==> config.mk <==
export PLATFORM = sky130hd
export DESIGN_NAME = multi_sprite_bouncer
export DESIGN_NICKNAME = d
export VERILOG_FILES = /design/src/rtl/multi_sprite_bouncer.sv
export SDC_FILE = /design/constraint.sdc
export NUM_CORES = 1
export LEC_CHECK = 0
export BUFFER_PORTS_ARGS = -buffer_cell sky130_fd_sc_hd__clkbuf_2
export CAP_MARGIN = 20
export CORE_AREA = 4 4 138 140
export DETAILED_ROUTE_END_ITERATION = 10
export DIE_AREA = 0 0 142 144
export PLACE_DENSITY = 0.78
export SETUP_SLACK_MARGIN = 0.15
export SLEW_MARGIN = 30
export SYNTH_ARGS = -nofsm -noshare
export SYNTH_HDL_FRONTEND = slang
export SYNTH_SLANG_ARGS = --single-unit
==> constraint.sdc <==
create_clock -name clk_pix -period 4.6 [get_ports clk_pix]
set_input_delay 0.23 -clock clk_pix [delete_from_list [all_inputs] [get_ports clk_pix]]
set_output_delay 0.23 -clock clk_pix [all_outputs]
set_load 0.01 [all_outputs]
==> src/rtl/multi_sprite_bouncer.sv <==
// multi_sprite_bouncer
//   Moves N_SPR rectangular sprites around the visible frame. Each sprite bounces
//   off the frame edges on its own. Once per frame, on the rising edge of vsync, a
//   small state machine updates one sprite per clock. Every pixel shows the
//   highest-priority sprite over a gradient background. Priority goes to the
//   lowest index. The output is registered.
//
// Ports
//   clk_pix, rst_pix      pixel clock; asynchronous active-high reset
//   sx, sy, de            current pixel coordinate and visible-area enable
//   vsync, pause          frame tick (rising edge used); motion freeze
//   pix_r/g/b             4-bit colour, one clk_pix after sx/sy/de
//   hit_valid, hit_id     a sprite covers the pixel / index of that sprite
//   frame_done            one-cycle pulse after the last sprite is updated
//   overrun               sticky: a vsync edge arrived while an update was running
module multi_sprite_bouncer #(
  parameter int CORDW = 10,
  parameter int N_SPR = 4,
  parameter int H_RES = 640,
  parameter int V_RES = 480,
  parameter int SPR_W = 64,
  parameter int SPR_H = 48,
  parameter int GAP   = 8
) (
  input  logic             clk_pix,
  input  logic             rst_pix,
  input  logic [CORDW-1:0] sx,
  input  logic [CORDW-1:0] sy,
  input  logic             de,
  input  logic             vsync,
  input  logic             pause,
  output logic [3:0]       pix_r,
  output logic [3:0]       pix_g,
  output logic [3:0]       pix_b,
  output logic             hit_valid,
  output logic [2:0]       hit_id,
  output logic             frame_done,
  output logic             overrun
);

  localparam int PW = CORDW + 2;
  localparam int KW = (N_SPR > 1) ? $clog2(N_SPR) : 1;

  typedef logic signed [PW-1:0] pos_t;
  typedef enum logic [1:0] {S_IDLE, S_UPDATE, S_DONE} state_t;

  localparam pos_t           X_MAX = pos_t'(H_RES - SPR_W);
  localparam pos_t           Y_MAX = pos_t'(V_RES - SPR_H);
  localparam logic [CORDW:0] W_EXT = (CORDW + 1)'(SPR_W);
  localparam logic [CORDW:0] H_EXT = (CORDW + 1)'(SPR_H);

  // The staggered start positions must all fit inside the frame.
  if (N_SPR < 1 || N_SPR > 8 ||
      (N_SPR - 1) * (SPR_W + GAP) > H_RES - SPR_W ||
      (N_SPR - 1) * (SPR_H + GAP) > V_RES - SPR_H) begin : g_param_check
    $error("multi_sprite_bouncer: sprite layout does not fit the frame");
  end

  state_t        state_q;
  logic [KW-1:0] k_q;
  logic          vsync_prev_q;
  logic          frame_done_q;
  logic          overrun_q;
  pos_t          x_q     [N_SPR];
  pos_t          y_q     [N_SPR];
  logic          dir_x_q [N_SPR];
  logic          dir_y_q [N_SPR];

  logic vs_edge;
  assign vs_edge = vsync & ~vsync_prev_q;

  // Next position for sprite k. Only one sprite is in flight per cycle.
  pos_t spd_x, spd_y, nx, ny, x_d, y_d;
  logic dir_x_d, dir_y_d;

  always_comb begin
    // NOTE: every always_comb output gets a default first so no path can infer a latch.
    spd_x   = pos_t'(1 + (int'(k_q) % 4));
    spd_y   = pos_t'(1 + ((int'(k_q) + 2) % 4));
    nx      = dir_x_q[k_q] ? x_q[k_q] + spd_x : x_q[k_q] - spd_x;
    ny      = dir_y_q[k_q] ? y_q[k_q] + spd_y : y_q[k_q] - spd_y;
    x_d     = nx;
    y_d     = ny;
    dir_x_d = dir_x_q[k_q];
    dir_y_d = dir_y_q[k_q];
    // Clamp and reverse only on overshoot. An exact wall touch reverses next frame.
    if (nx < 0) begin
      x_d = '0;    dir_x_d = 1'b1;
    end else if (nx > X_MAX) begin
      x_d = X_MAX; dir_x_d = 1'b0;
    end
    if (ny < 0) begin
      y_d = '0;    dir_y_d = 1'b1;
    end else if (ny > Y_MAX) begin
      y_d = Y_MAX; dir_y_d = 1'b0;
    end
  end

  always_ff @(posedge clk_pix or posedge rst_pix) begin
    if (rst_pix) begin
      state_q      <= S_IDLE;
      k_q          <= '0;
      vsync_prev_q <= 1'b0;
      frame_done_q <= 1'b0;
      overrun_q    <= 1'b0;
      // NOTE: the sprite arrays are reset on purpose; their reset value is the start layout.
      for (int i = 0; i < N_SPR; i++) begin
        x_q[i]     <= pos_t'(i * (SPR_W + GAP));
        y_q[i]     <= pos_t'(i * (SPR_H + GAP));
        dir_x_q[i] <= ~i[0];
        dir_y_q[i] <= 1'b1;
      end
    end else begin
      // NOTE: all state uses non-blocking assignment, so reads see the pre-edge values.
      vsync_prev_q <= vsync;
      frame_done_q <= 1'b0;
      case (state_q)
        S_IDLE: begin
          if (vs_edge && !pause) begin
            k_q     <= '0;
            state_q <= S_UPDATE;
          end
        end
        S_UPDATE: begin
          x_q[k_q]     <= x_d;
          y_q[k_q]     <= y_d;
          dir_x_q[k_q] <= dir_x_d;
          dir_y_q[k_q] <= dir_y_d;
          if (k_q == KW'(N_SPR - 1)) state_q <= S_DONE;
          else                       k_q     <= k_q + KW'(1);
          if (vs_edge) overrun_q <= 1'b1;
        end
        S_DONE: begin
          frame_done_q <= 1'b1;
          state_q      <= S_IDLE;
          if (vs_edge) overrun_q <= 1'b1;
        end
        default: state_q <= S_IDLE;
      endcase
    end
  end

  // Pixel compositing. Scanning from the highest index down lets the lowest index win.
  // Positions are never negative, so the low CORDW+1 bits compare as unsigned.
  logic           hit_c;
  logic [2:0]     id_c;
  logic [3:0]     r_c, g_c, b_c;
  logic [CORDW:0] sx_e, sy_e;

  assign sx_e = {1'b0, sx};
  assign sy_e = {1'b0, sy};

  always_comb begin
    hit_c = 1'b0;
    id_c  = '0;
    r_c   = sx[7:4];
    g_c   = sy[7:4];
    b_c   = 4'h4;
    for (int i = N_SPR - 1; i >= 0; i--) begin
      if (sx_e >= x_q[i][CORDW:0] && sx_e < x_q[i][CORDW:0] + W_EXT &&
          sy_e >= y_q[i][CORDW:0] && sy_e < y_q[i][CORDW:0] + H_EXT) begin
        hit_c = 1'b1;
        id_c  = 3'(i);
        r_c   = 4'hF;
        g_c   = 4'(5 * i);
        b_c   = 4'(15 - 3 * i);
      end
    end
  end

  logic [3:0] pix_r_q, pix_g_q, pix_b_q;
  logic       hit_valid_q;
  logic [2:0] hit_id_q;

  always_ff @(posedge clk_pix or posedge rst_pix) begin
    if (rst_pix) begin
      pix_r_q     <= '0;
      pix_g_q     <= '0;
      pix_b_q     <= '0;
      hit_valid_q <= 1'b0;
      hit_id_q    <= '0;
    end else if (de) begin
      pix_r_q     <= r_c;
      pix_g_q     <= g_c;
      pix_b_q     <= b_c;
      hit_valid_q <= hit_c;
      hit_id_q    <= id_c;
    end else begin
      pix_r_q     <= '0;
      pix_g_q     <= '0;
      pix_b_q     <= '0;
      hit_valid_q <= 1'b0;
      hit_id_q    <= '0;
    end
  end

  assign pix_r      = pix_r_q;
  assign pix_g      = pix_g_q;
  assign pix_b      = pix_b_q;
  assign hit_valid  = hit_valid_q;
  assign hit_id     = hit_id_q;
  assign frame_done = frame_done_q;
  assign overrun    = overrun_q;

endmodule

# Yosys cells after proc, flatten, opt, wreduce, memory -nomap -nowiden

Index checks and enable logic that the tools add are counted.

Register bits: 127
Bits in latches: 0
Bits in writable memories: 0
Bits in read-only memories: 0
Bits of input ports: 25
Output and inout bits: 18
Word-level logic and storage cells: 158
Memories: 0

Add/subtract/negate cells: 16
Multiply operators: 0
Div/mod/pow operators: 0
$lt $le $gt $ge: 22
Equality and inequality tests: 6
Shifts and indexed selects: 0
Muxes and demuxes: 62
Bitwise operators: 4
Reduce and logical (&&, ||, !) cells: 22

Operators by type and width:

| cell                    | number |
|---|---|
| $mux W12                | 11 |
| $bwmux W48              | 2 |
| $ge A10 B11 Y1          | 8 |
| $lt A10 B11 Y1          | 8 |
| $mux W4                 | 14 |
| $bmux W12 S2            | 2 |
| $add A11 B6 Y11 const B | 4 |
| $add A11 B7 Y11 const B | 4 |
| $add A12 B4 Y12         | 2 |
| $demux W12 S2           | 1 |
| $lt A12 B1 Y1 const B   | 2 |
| $sub A12 B4 Y12         | 2 |
| $mux W1                 | 15 |
| $logic_and A1 B1 Y1     | 14 |
| $gt A12 B10 Y1 const B  | 1 |
| $gt A12 B11 Y1 const B  | 1 |
| $mux W2                 | 6 |
| $mux W3                 | 4 |
| $bwmux W4               | 2 |
| $pmux W2 S2             | 2 |
| $ne A2 B2 Y1 const B    | 3 |
| $add A2 B3 Y4 const A   | 1 |
| $bmux W1 S2             | 2 |
| $eq A2 B2 Y1 const B    | 2 |
| other kinds (17)        | 19 |

# Logic depth before layout (Yosys ltp)

Gate-level depths: netlist of the first run.

Depth after elaboration: 10
Mapped depth: 18
Mapped depth without buffers: 15

# Least setup slack after synthesis of the first run

OpenSTA, ideal clock, no wires.

Kind: reg-to-reg
From: register k_q[0]
To: register y_q[41] (netlist name)
Library setup time: 0.125 ns
Arrival time: 4.425 ns
Data required time: 4.475 ns
Setup slack: 0.050 ns
Stages on the path, launching flop included: 15
Path buffers: 3
Clock period less this slack: 4.550 ns
Path through: dfrtp_1 -> buf_6 -> clkbuf_1 -> buf_1 -> mux4_2 -> ha_1 -> and2_1 -> a31oi_1 -> nor3_1 -> a2111oi_0 -> a21oi_1 -> xor2_1 -> a311oi_2 -> a21oi_1 -> mux2_2

Cells in the longest elaborated chain, start to end: 10
Elaborated cells between the ends (all ways): 24
Classes of those cells: 4 x add/sub; 4 x order compare; 12 x mux; 2 x bitwise; 2 x reduce/logical

Ends and longest elaborated chain:

| what                                                                     | RTL line    | RTL |
|---|---|---|
| from (decl)                                                              | 60          | `logic [KW-1:0] k_q;` |
| from (signal assigned)                                                   | 130         | `else k_q <= k_q + KW'(1);` |
| $add A2 B2 Y2 / $not A2 Y3 (equally long branches)                       | 79, 81, 126 |  |
| $reduce_or A2 Y1 (no source line) / $bmux W12 S2 (equally long branches) | --          |  |
| $and A1 B1 Y1 (no source line) / $mux W12 (equally long branches)        | --          |  |
| $add A2 B3 Y4 / $mux W12 (equally long branches)                         | 79, 81      |  |
| $sub A12 B4 Y12 / $add A12 B4 Y12 (equally long branches)                | 81          | `ny = dir_y_q[k_q] ? y_q[k_q] + spd_y : y_q[k_q] - spd_y;` |
| $mux W12                                                                 | 81          |  |
| $gt A12 B10 Y1                                                           | 94          | `end else if (ny > Y_MAX) begin` |
| $mux W12                                                                 | 94          |  |
| $mux W12                                                                 | 92          | `if (ny < 0) begin` |
| $bwmux W48 *                                                             | 126         | `y_q[k_q] <= y_d;` |
| to (signal, indexed assignment)                                          | 109         | `y_q[i] <= pos_t'(i * (SPR_H + GAP));` |
| to (signal, indexed assignment)                                          | 126         |  |
| to (decl)                                                                | 65          | `pos_t y_q [N_SPR];` |

Mark *: on every way between the ends. The rest lies on a longest branch, timed or not. The select of a mux whose other input is x is not followed.
A chain may end at the register's enable or synchronous reset.

# Final worst setup path of the first run

From: register k_q[1]
To: register x_q[45] (netlist name)

Cells in the longest elaborated chain, start to end: 10
Elaborated cells between the ends (all ways): 21
Classes of those cells: 3 x add/sub; 4 x order compare; 12 x mux; 1 x bitwise; 1 x reduce/logical

Ends and longest elaborated chain:

| what                                                      | RTL line | RTL |
|---|---|---|
| $not A2 Y3 (implied by the code)                          | 80, 125  |  |
| $bmux W12 S2                                              | 80       | `nx = dir_x_q[k_q] ? x_q[k_q] + spd_x : x_q[k_q] - spd_x;` |
| $mux W12 (implied by the code) (2 in a row)               | 80       |  |
| $sub A12 B4 Y12 / $add A12 B4 Y12 (equally long branches) | 80       |  |
| $mux W12                                                  | 80       |  |
| $gt A12 B11 Y1                                            | 89       | `end else if (nx > X_MAX) begin` |
| $mux W12                                                  | 89       |  |
| $mux W12                                                  | 87       | `if (nx < 0) begin` |
| $bwmux W48 *                                              | 125      | `x_q[k_q] <= x_d;` |
| to (signal, indexed assignment)                           | 108      | `x_q[i] <= pos_t'(i * (SPR_W + GAP));` |
| to (decl)                                                 | 64       | `pos_t x_q [N_SPR];` |

Marks and branches as above.

==> results of run 1 <==
[cell usage in the layout, fill, tap and decap left out, types with 30 or more instances in the layout]
master    Yosys  layout
ha_1        159     159
dfrtp_1      95      93
nand3_1      30      30
o21ai_0      56      56
clkbuf_2      0      41
inv_1       108     107
o31ai_1      46      46
nand2_1      95      94
xnor2_1      43      43
nor2_1       36      36
a21oi_1      57      57
[cells in the mapped netlist, types with 9 or more instances]
| master | count |
|---|---|
| a21o_1 | 23 |
| a211oi_1 | 10 |
| o21a_1 | 18 |
| dfstp_2 | 23 |
| nand2_1 | 95 |
| and2_1 | 12 |
| nand3_1 | 30 |
| nand2b_1 | 12 |
| nor2_1 | 36 |
| o41ai_1 | 10 |
| nor2b_1 | 10 |
| ha_1 | 159 |
| a31oi_1 | 10 |
| a22o_1 | 12 |
| o21ai_0 | 56 |
| dfrtp_1 | 95 |
| xor2_1 | 16 |
| xnor2_1 | 43 |
| nand4_1 | 9 |
| mux2_2 | 10 |
| mux4_2 | 27 |
| o31ai_1 | 46 |
| clkbuf_1 | 24 |
| inv_1 | 108 |
| a21oi_1 | 57 |
| nor3_1 | 25 |
| o211ai_1 | 11 |
[cell type report]
cell class / instances / area (µm²)
Clock buffer: 23 / 457.9
Fill cell: 1414 / 6538
Multi-Input combinational cell: 816 / 6611
Sequential cell: 118 / 2984
Tap cell: 229 / 286.5
Timing Repair Buffer: 64 / 407.9
Clock inverter: 9 / 128.9
Inverter: 111 / 426.7
[state kept, by name, summed over array words and instances (netlist names), 2 cells and up]
register and count:
dir_y_q 4, y_q 44, k_q 2, pix_g 4
hit_id 2, x_q 44, state_q 2, pix_r 4
dir_x_q 4, pix_b 4
[metal layers]
| metal | wire length [µm] | global-route usage (%) | part of all wire, % | vias to the layer above |
|---|---|---|---|---|
| met3 | 2214 | 5.952 | 8.2 | 62 |
| met5 | 0 | 0 | 0 | - |
| met2 | 12100 | 42.48 | 45 | 359 |
| met1 | 11950 | 37.44 | 44 | 4079 |
| met4 | 787 | 9.949 | 2.9 | 0 |
| li1 | - | - | - | 4066 |
[worst paths after layout]
check	start	to	slack [ns]	cells past startpoint
max	k_q[1]	x_q[45]	0.42	15
min	de	pix_r[2]	0.12	2
max reg2reg	k_q[1]	x_q[45]	0.42	15
min reg2reg	x_q[16]	x_q[16]	0.48	2
max in group asynchronous	rst_pix	y_q[3]	3.10	4
min in group asynchronous	rst_pix	pix_r[1]	0.47	3
[power groups by stage]
stage | logic [mW] | registers [mW] | clock network, mW
floorplan | 4.08 | 1.71 | 0
global placement | 5.31 | 1.86 | 0
detailed placement | 5.42 | 1.87 | 0
CTS | 5.49 | 1.85 | 1.36
global route | 6.20 | 1.91 | 1.42
finish | 5.59 | 1.88 | 1.35
[critical path, stage by stage (launching register included)]
cell	delay, ns
dfrtp_2	0.46
buf_12	0.21
mux4_2	0.36
nor2_1	0.16
xor2_1	0.28
inv_1	0.10
fa_1	0.47
nand2b_1	0.18
a211oi_1	0.28
o21ai_0	0.19
a22oi_2	0.21
xnor2_1	0.13
or4_1	0.40
and3_1	0.18
o311a_1	0.16
mux2_2	0.28
[repair_timing]
action,in CTS,in global routing
buffers inserted,0,0
hold endpoints to repair,1,17
pin swaps,0,2
resized for setup,2,8
endpoints found under the setup margin,15,65
hold buffers,1,1
[logic make-up (layout without fill, tap and decap cells)]
kind of cell               after synthesis  count (layout)  synth area share (%)
other                                    1               1               0.03689
DFF                                    118             118                 29.33
muxes                                   38              38                 7.188
xor gates and xnor gates                59              59                 5.083
adders and majority gates              161             161                 19.96
buffers and inverters                  151             207                 5.785
AOI/OAI and AO/OA                      299             299                 20.34
and+or+nand+nor                        258             258                 12.27
[through the flow]
step	hold slack (ns)	setup WS [ns]	instance area [µm²]
3_3_place_gp	0.3569	0.2213	10660
5_1_grt	0.1322	0.1718	11300
6_report	0.1189	0.4220	11300
2_1_floorplan	0.2614	0.1906	10170
4_1_cts	0.05239	0.1550	11260
3_5_place_dp	0.3577	0.03280	10660
==> metrics, run 1 <==
outcome=complete, no violations; Max Cap Violations=0; net switching power=between 4 and 5 mW; ANT cells=0; type of destination of the critical path=flop; drt drc=0; Mean Syn Cell Area=9.370 µm²; critical-path maximum fanout=18; Lkg Pwr=approximately 5 nW; Hold Fails Final Rpt=0; Yosys reg bits=~120; worst-margin pin slew=about 0.93 ns; average wire per standard cell=approximately 20 µm; vias in the first global route=around 8,400; Final HPWL DP=~20,000 µm; Netlist Area Pre-Place=slightly above 0.01 mm²; Initial Util=between 50% and 60%; setup violators final=0; Crit path arrival time=between 4 and 5 ns; vias per cell=between 6 and 7; clk sinks=~120; Die Width=around 140 µm; Routed WL=roughly 27,000 µm; Synth top area share=23.38%; top cells by area, synth=dfrtp_1, ha_1, mux4_2; CORE AREA=roughly 0.018 mm²; nets@finish=between 1,000 and 1,500; Placement Rows=49; total gr overflow=0; Combinational Power Share=a little under two thirds; crit path kind=reg2reg; GRT Util Overall=~27%; Finished Layout Cells=approximately 1,400; Synth Warn #=0; CTS root buffer=clkbuf_16; die height=around 140 µm; Routed Antenna Nets=0; initial antenna violation count=0; DR vias=roughly 8,600; Fmax achieved=around 240 MHz; final slew viol count=0; Clk pwr share=about 15%; Num CTS Buffers=17; Synth area leader=dfrtp_1; largest net degree at the start of global routing=78; top_reg_cell synth=dfrtp_1; Layout Area Growth over Synthesis=11.19%; Hold Crit Class=in2reg; P_int=about 4.5 mW; # H-tree levels=4; startpoint types=flop; RSZ-0062 raised after global routing=no; Final Critical Period=4.178 ns; slew margin rel.=a little under two fifths; worst-case clock buffer depth=2; TNS Setup=0 ns; ys async rst share=between 90% and 100%; syn_nets=1,271; Reg power frac=21.3%; EDFF count, synth=0; fin crit share=approximately nine tenths; Final Util=a little under two thirds; Net Sw Frac=between 40 and 50%; Clock Latency Late Sink=0.43 ns; CTS tree=done; DR iter-0 viols=764; DIE AREA=between 0.02 and 0.025 mm²; clock transition at the registers of the reported paths=approximately 0.060 ns; CP required=~4.9 ns; TritonRoute pass-1 iters=5; Max IR drop VDD=~0.47 mV; io pins=43; gpl congestion=a little under 1; clk_skew=0.008898 ns; first-pass GRT wire length=roughly 44,000 µm; share of layout cells above drive strength 1=14.99%; dpl cells=roughly 1,300; sequential-to-total area share from yosys stat=roughly 29%; unique cell type count in the Yosys netlist=roughly 70; P per Cell Area=roughly 780 mW/mm²; post-synthesis cell count=between 1,000 and 1,500; IO buf count=41; Power, Total=8.809 mW
No activity file was read; power rests on OpenSTA's default activity.
==> run 2: changes to the inputs <==
--- a/config.mk
+++ b/config.mk
@@ -9,6 +9,6 @@
 export CAP_MARGIN = 20
-export CORE_AREA = 4 4 138 140
+export CORE_AREA = 4 4 141 143
 export DETAILED_ROUTE_END_ITERATION = 10
-export DIE_AREA = 0 0 142 144
-export PLACE_DENSITY = 0.78
+export DIE_AREA = 0 0 145 147
+export PLACE_DENSITY = 0.75
 export SETUP_SLACK_MARGIN = 0.15
--- a/constraint.sdc
+++ b/constraint.sdc
@@ -3,2 +3,2 @@
 set_output_delay 0.23 -clock clk_pix [all_outputs]
-set_load 0.01 [all_outputs]
+set_load 0.005 [all_outputs]
==> metrics, run 2 (synthesized netlist as in run 1, its figures left out) <==
outcome=complete, no violations; average wire per standard cell=roughly 20 µm; Worst R2R End=x_q[21]; Critical R2R Launch=k_q[0]; CTS tree=done; IO buf count=roughly 40; Placed Area=roughly 0.011 mm²; worst-case clock buffer depth=2; Slowest-stage cell, CP=mux4_2; # H-tree levels=4; clock transition at the registers of the reported paths=~0.06 ns; Worst R2R Path Depth=14; clk sinks=~120; vias in the first global route=about 8,400; leading registers by flop count=x_q x44, y_q x44; Max IR drop VDD=0.3285 mV; RSZ-0062 raised after global routing=yes; vias per cell=6.292; Final HPWL DP=between 20,000 and 25,000 µm; ANT cells=0; P per Cell Area=778.4 mW/mm²; Crit. path cell count=14; CP required=slightly below 5 ns; Routed Antenna Nets=0; Routed WL=27,120 µm; crit path from=k_q[0]; total gr overflow=0; Place WS=around 0.13 ns; clk_skew=~0.012 ns; final slew viol count=0; crit path kind=reg2reg; Worst Setup Slack, final=between 0.3 and 0.4 ns; Fmax achieved=~240 MHz; io pins=43; dpl cells=~1,300; most common cell after layout, fill and taps aside=ha_1; slew margin rel.=between 40 and 50%; Top Family by Delay on Critical Path=simple AND/OR/NAND/NOR gates; CTS root buffer=clkbuf_16; TNS Setup=0 ns; Num CTS Buffers=17; share of layout cells above drive strength 1=between 10% and 20%; fill count=approximately 1,500; TritonRoute pass-1 iters=5; first-pass GRT wire length=between 40,000 and 50,000 µm; Hold Fails Final Rpt=0; fin crit share=92.21%; largest net degree at the start of global routing=64; Max Cap Violations=0; worst setup path end=x_q[21]; worst-margin pin slew=roughly 0.83 ns; CP Buf/Inv Count=1; initial antenna violation count=0; most frequent cells in the layout=ha_1, inv_1, nand2_1, dfrtp_1, a21oi_1; die height=147 µm; DR vias=8,676; type of destination of the critical path=flop; drt drc=0; Clock Latency Late Sink=approximately 0.43 ns; nets@finish=around 1,300; Layout Area Growth over Synthesis=11.70%; DIE AREA=0.02132 mm²; Design Area, Final=approximately 0.011 mm²; Initial Util=a little over half; hold slack final=between 0.1 and 0.15 ns; Hold Crit Class=in2reg; peak per-stage delay on the critical path=~0.57 ns; startpoint types=flop; Placement Rows=50; Lkg Pwr=between 5 and 6 nW; GRT Util Overall=~26%; DR iter-0 viols=731; Die Width=145 µm; setup violators final=0; critical-path maximum fanout=7; Finished Layout Cells=about 1,400; gpl congestion=about 0.9; crit path cell chain=mux4_2 > nor2_1 > xor2_1 > inv_1 > fa_1 > nand2b_1 > a211oi_1 > o21ai_0 > a22oi_1 > xnor2_1 > or4_1 > and3_1 > o311a_1 > mux2_2; CORE AREA=0.01858 mm²; Final Critical Period=4.241 ns; Crit path arrival time=~4.6 ns; R2R setup slack=about 0.36 ns
-- run 2: final cells by class --
type / count / area [µm²] / area share [%]
Timing Repair Buffer: 68 / 429.2 / 3.779
Clock inverter: 12 / 152.6 / 1.344
Multi-Input combinational cell: 816 / 6616 / 58.26
Inverter: 111 / 424.2 / 3.735
Sequential cell: 118 / 2984 / 26.28
Tap cell: 234 / 292.8 / 2.578
Clock buffer: 20 / 456.7 / 4.022
-- run 2: routing by layer --
layer | global-route usage [%] | vias to the layer above | wire length, µm
li1 | - | 4085 | -
met1 | 35.52 | 4191 | 12180
met2 | 40.96 | 349 | 12500
met3 | 4.966 | 51 | 1876
met4 | 8.029 | 0 | 557
met5 | 0 | - | 0
-- run 2: power breakdown --
part           internal (mW)  switching (mW)  total, mW
registers               1.44           0.439       1.88
logic                   2.19            3.39       5.58
clock network          0.878           0.501       1.38
total                   4.51            4.33       8.84
-- run 2: per-stage QoR --
| stage | total power, mW | utilization (%) |
|---|---|---|
| floorplan | 5.778 | - |
| global placement | 7.155 | 57.49 |
| detailed placement | 7.284 | 57.49 |
| CTS | 8.720 | 60.89 |
| global route | 9.550 | 61.12 |
| finish | 8.840 | 61.12 |
-- run 2: worst min-delay path by stage --
stage | start | endpoint | slack (ns) | cells past startpoint
6_report | de | pix_r[0] | 0.12 | 2
5_1_grt | de | pix_r[3] | 0.14 | 2
2_1_floorplan | vsync | vsync_prev_q | 0.26 | 0
3_3_place_gp | rst_pix | pix_r[0] | 0.20 | 2
3_5_place_dp | rst_pix | pix_r[1] | 0.20 | 2
4_1_cts | de | pix_r[0] | 0.11 | 2
-- run 2: worst reg2reg max path, delay by kind of cell, from the launching register on --
| kind | cells | cell delay [ns] |
|---|---|---|
| xor+xnor | 2 | 0.46 |
| flops | 1 | 0.45 |
| mux | 2 | 0.85 |
| compound gates | 4 | 0.86 |
| fa+ha+maj | 1 | 0.47 |
| simple gates | 4 | 0.92 |
| buf+inv | 1 | 0.13 |
-- run 2: what timing repair did --
action,CTS,global route
buffers inserted,0,2
endpoints found under the hold margin,24,0
endpoints found under the setup margin,10,68
hold buffers,2,0
resized for setup,1,7
